### config.mk
export PLATFORM = sky130hd
export DESIGN_NAME = if_id_buffer
export DESIGN_NICKNAME = d
export VERILOG_FILES = /design/src/rtl/if_id_buffer.sv
export SDC_FILE = /design/constraint.sdc
export NUM_CORES = 1
export LEC_CHECK = 0
export ABC_AREA = 1
export CAP_MARGIN = 5
export CORE_AREA = 3 3 120 122
export DETAILED_ROUTE_END_ITERATION = 16
export DIE_AREA = 0 0 123 125
export PLACE_DENSITY = 0.44
export REMOVE_ABC_BUFFERS = 1
export SYNTH_ARGS = -nofsm -noshare
export SYNTH_HDL_FRONTEND = slang
export SYNTH_SLANG_ARGS = --single-unit
### constraint.sdc
create_clock -name clock -period 2.55 [get_ports clock]
set_input_delay 0.255 -clock clock [delete_from_list [all_inputs] [get_ports clock]]
set_output_delay 0.255 -clock clock [all_outputs]
set_load 0.05 [all_outputs]
### src/rtl/if_id_buffer.sv
// IF/ID pipeline boundary: two-entry (main + skid) buffer with registered in_ready,
// branch flush and pre-split decode fields. Define IFID_PERF_CNT_EN for stall/flush counters.
module if_id_buffer #(
    parameter int DATA_W  = 16,
    parameter int FIELD_W = 4
) (
    input  logic               clock,
    input  logic               reset_n,
    input  logic               in_valid,
    output logic               in_ready,
    input  logic [DATA_W-1:0]  in_instr,
    input  logic [DATA_W-1:0]  in_pc4,
    input  logic               flush,
    output logic               out_valid,
    input  logic               out_ready,
    output logic [DATA_W-1:0]  out_instr,
    output logic [DATA_W-1:0]  out_pc4,
    output logic [FIELD_W-1:0] out_opcode,
    output logic [FIELD_W-1:0] out_rs,
    output logic [FIELD_W-1:0] out_rt,
    output logic [FIELD_W-1:0] out_rd
`ifdef IFID_PERF_CNT_EN
    ,
    output logic [15:0]        stall_cnt,
    output logic [15:0]        flush_cnt
`endif
);

    logic              mainValid;
    logic [DATA_W-1:0] mainInstr;
    logic [DATA_W-1:0] mainPc4;
    logic              skidValid;
    logic [DATA_W-1:0] skidInstr;
    logic [DATA_W-1:0] skidPc4;

    logic accept;
    logic drain;

    // in_ready comes straight from the skid flop, so it never depends on out_ready
    assign in_ready = ~skidValid;
    assign accept   = in_valid & in_ready;
    assign drain    = mainValid & out_ready;

    always_ff @(posedge clock or negedge reset_n) begin
        if (!reset_n) begin
            mainValid <= 1'b0;
            mainInstr <= '0;
            mainPc4   <= '0;
            skidValid <= 1'b0;
            skidInstr <= '0;
            skidPc4   <= '0;
        end else if (flush) begin
            mainValid <= 1'b0;
            skidValid <= 1'b0;
        end else if (drain && skidValid) begin
            mainInstr <= skidInstr;
            mainPc4   <= skidPc4;
            skidValid <= 1'b0;
        end else if (accept && (!mainValid || drain)) begin
            mainValid <= 1'b1;
            mainInstr <= in_instr;
            mainPc4   <= in_pc4;
        end else if (accept) begin
            skidValid <= 1'b1;
            skidInstr <= in_instr;
            skidPc4   <= in_pc4;
        end else if (drain) begin
            mainValid <= 1'b0;
        end
    end

    assign out_valid  = mainValid;
    assign out_instr  = mainInstr;
    assign out_pc4    = mainPc4;
    assign out_opcode = mainInstr[4*FIELD_W-1:3*FIELD_W];
    assign out_rs     = mainInstr[3*FIELD_W-1:2*FIELD_W];
    assign out_rt     = mainInstr[2*FIELD_W-1:FIELD_W];
    assign out_rd     = mainInstr[FIELD_W-1:0];

`ifdef IFID_PERF_CNT_EN
    logic [15:0] stallCnt;
    logic [15:0] flushCnt;

    // Both counters saturate rather than wrap so long runs stay meaningful
    always_ff @(posedge clock or negedge reset_n) begin
        if (!reset_n) begin
            stallCnt <= '0;
            flushCnt <= '0;
        end else begin
            if (in_valid && !in_ready && stallCnt != 16'hFFFF)
                stallCnt <= stallCnt + 16'd1;
            if (flush && (mainValid || skidValid) && flushCnt != 16'hFFFF)
                flushCnt <= flushCnt + 16'd1;
        end
    end

    assign stall_cnt = stallCnt;
    assign flush_cnt = flushCnt;
`endif

endmodule

==> PnR_summary.wiki <==
{| class="wikitable"
! Metric !! Value
|-
| Clock-pin slew on the worst setup and hold paths || around 0.060 ns
|-
| Cells taking the most area after synthesis || sky130_fd_sc_hd__dfrtp_1 (50%), sky130_fd_sc_hd__nand2_1 (22%), sky130_fd_sc_hd__nand3_1 (9.7%), sky130_fd_sc_hd__nand4_1 (6.0%), sky130_fd_sc_hd__buf_4 (4.5%)
|-
| Antenna fix cells || 0
|-
| Worst path bufs/invs || 2
|-
| Worst IR Drop VDD || 0.318 mV
|-
| Routed wire per std cell || 14.9 um
|-
| Result of the run || finished clean
|-
| Final Total Pwr || between 4 and 5 mW
|-
| Reported max-cap violation count || 0
|-
| Standard cell area after detailed placement || between 4000 and 5000 um2
|-
| Post-CTS Hold Buffers || 0
|-
| Final number of hold-violating endpoints || 0
|-
| Non-Filler Cell Area, Final || 4410 um2
|-
| Insertion delay of the later-clocked pin in the worst-skew pair || 0.33 ns
|-
| TritonCTS buffer count || 9
|-
| CP startpoint kind || register
|-
| Master cell of the clock root buffer || sky130_fd_sc_hd__clkbuf_16
|-
| Clock tree skew after final layout || between 0.004 and 0.005 ns
|-
| Horiz. Die Dim || 123 um
|-
| Setup repair bufs after CTS || 0
|-
| Number of H-tree levels || 3
|-
| Post-synthesis cell area || between 3000 and 4000 um2
|-
| Critical path class || reg2out
|-
| Number of global-route vias before repair || 3041
|-
| Maximum single-stage delay on the critical path || slightly above 0.8 ns
|-
| Max-slew violation count || 0
|-
| Final Wtd Congestion || 0.682
|-
| Data required time at the worst endpoint || between 2 and 2.5 ns
|-
| # DRC || 0
|-
| Register-to-register setup slack || ~0.55 ns
|-
| Slowest cell on crit path || sky130_fd_sc_hd__clkdlybuf4s50_1
|-
| Global-route wire length before repair || around 16000 um
|-
| Synthesized instance count || between 400 and 500
|-
| Top-area cell type share of the netlist area || 0.498
|-
| Largest net degree at the start of global routing || 67
|-
| Core Rows || 42
|-
| Met3 Usage GRT || 0.0357
|-
| Net count, final || 514
|-
| Core region area || approximately 13000 um2
|-
| Global router's overall resource usage || 0.134
|-
| Critical path's top delay family || buffers and inverters
|-
| Yosys reg bits || between 60 and 70
|-
| Seq/Total Area, Yosys || 0.498
|-
| Sum of negative setup slack || 0 ns
|-
| Startpoint of the worst-slack reg-to-reg timing path || skidValid$_DFFE_PN0P_
|-
| R2R depth || 4
|-
| Power density normalized to cell area || 969 nW/um2
|-
| Cells traversed along the worst timing path || inv_1 > clkdlybuf4s50_1
|-
| Die Ht || around 130 um
|-
| Clock tree from TritonCTS || built
|-
| Slew margin rel. || 0.427
|-
| GRT met2 Usage || 0.200
|-
| Area enclosed by the die boundary || ~15000 um2
|-
| Maximum clock path buffer count || 2
|-
| Port buffer count || 86
|-
| Fin crit period || 2.09 ns
|-
| HPWL reported at the end of detailed placement || approximately 6200 um
|-
| Largest fanout on the critical path || 19
|-
| Avg Synthesized Cell Area || around 8 um2
|-
| Signed area change from the synthesized netlist to the final layout || 33.1%
|-
| Crit share post-route || 0.820
|-
| Number of design-rule violations left by the first detailed-router iteration || 178
|-
| Clock net sink count || 66
|-
| Number of antenna violations at the first check in global routing || 0
|-
| Number of distinct library cells after synthesis || 19
|-
| Router iterations before antenna repair || 4
|-
| Class of the tightest hold or removal check || in2async
|-
| Transition time of the tightest slew-check pin || roughly 0.86 ns
|-
| Vias after detailed routing || between 3000 and 4000
|-
| Post-CTS Resized || 0
|-
| RSZ-0062 raised after global routing || no
|-
| Cell taking the most area after synthesis || sky130_fd_sc_hd__dfrtp_1
|-
| Final Routed Wirelength || approximately 9800 um
|-
| Fmax achieved || around 480 MHz
|-
| Arrival time at the worst endpoint || approximately 1.8 ns
|-
| Number of I/O pins || just under 90
|-
| Effective utilization at floorplan || 0.249
|-
| Residual overflow from global routing || 0
|-
| Total of warnings raised by yosys || 0
|-
| Ratio of cells with drive above 1 in the final layout || 0.0705
|-
| Number of nets still failing antenna checks after routing || 0
|-
| Final setup viols || 0
|-
| Met1 Track Usage GR || 0.190
|-
| Most Crowded Layer GR || met2
|-
| Kind of end point of the critical path || output port
|-
| Layout filler cell count || between 1000 and 1500
|-
| Avg Vias per Cell || 4.62
|-
| Leak Pwr || ~2.2 nW
|-
| R2R Path End || skidValid$_DFFE_PN0P_
|}
-- synthesized netlist by cell type (all sizes together) --
cell	instances
a21boi	1
nand4	32
nor2	1
nand3	65
inv	3
buf	38
dfrtp	66
clkinv	1
nand2	198
nor3	1
o21ai	1
clkbuf	11
o211ai	1
-- per-stage QoR --
| stage | hold WS, ns | setup slack [ns] | utilization | std cells |
|---|---|---|---|---|
| floorplan | -0.0406 | -0.346 | - | 370 |
| global placement | 0.437 | 0.391 | 0.312 | 642 |
| CTS | 0.0764 | 0.435 | 0.332 | 658 |
| finish | 0.0385 | 0.459 | 0.332 | 658 |
| detailed placement | 0.428 | 0.375 | 0.312 | 642 |
| global route | 0.104 | 0.312 | 0.332 | 658 |
-- kinds of logic (layout without fill, tap and decap cells) --
group	Yosys count	in the layout	synth area share
DFF	66	66	0.498
AOI/OAI and AO/OA	3	3	0.00604
buffers and inverters	53	116	0.101
and+or+nand+nor	297	297	0.395
-- flip-flops by register name, indices dropped and copies added, names as in the netlist --
signal / flops
out_instr: 16
out_pc4: 16
skidInstr: 16
skidPc4: 16
out_valid: 1
skidValid: 1
-- power breakdown --
part	total (mW)	switching, mW	internal (mW)	leakage [nW]
clock network	1.11	0.434	0.680	0.133
logic	1.66	1.13	0.528	1.23
registers	1.51	0.186	1.32	0.820
-- layer usage --
layer	routed length, um	vias to the layer above
li1	-	1474
met3	628	8
met5	0	-
met1	4840	1449
met2	4260	109
met4	92	0
-- worst max path at each step --
stage,start,endpoint,slack (ns),cells after the start
global route,skidValid$_DFFE_PN0P_,out_pc4[11]$_DFFE_PN0P_,0.31,6
detailed placement,in_valid,skidValid$_DFFE_PN0P_,0.38,6
finish,skidValid$_DFFE_PN0P_,in_ready,0.46,2
global placement,in_valid,skidValid$_DFFE_PN0P_,0.39,6
floorplan,out_valid$_DFFE_PN0P_,out_instr[0]$_DFFE_PN0P_,-0.35,5
CTS,skidValid$_DFFE_PN0P_,in_ready,0.43,2
-- layout by cell type, fill, tap and decap left out, drive strengths merged --
cell and n:
a21boi 1, buf 12, clkbuf 13, clkdlybuf4s50 84, clkinv 4, dfrtp 66, inv 3, nand2 198
nand3 65, nand4 32, nor2 1, nor3 1, o211ai 1, o21ai 1
-- area by class of cell --
cell class / instances / area [um2] / area share
clock inverters: 3 / 15.0 / 0.00340
inverters: 4 / 15.0 / 0.00340
repair buffers: 96 / 928 / 0.210
multi-input cells: 300 / 1330 / 0.301
clock buffers: 13 / 250 / 0.0567
flip-flops and latches: 66 / 1650 / 0.375
well taps: 176 / 220 / 0.0499
-- worst register-to-register path: cells and delay by family (launching register included) --
family / cells / cell delay [ns]
compound gates: 1 / 0.19
flops: 1 / 0.56
simple gates: 3 / 1.08
(Power assumes the default switching activity.)
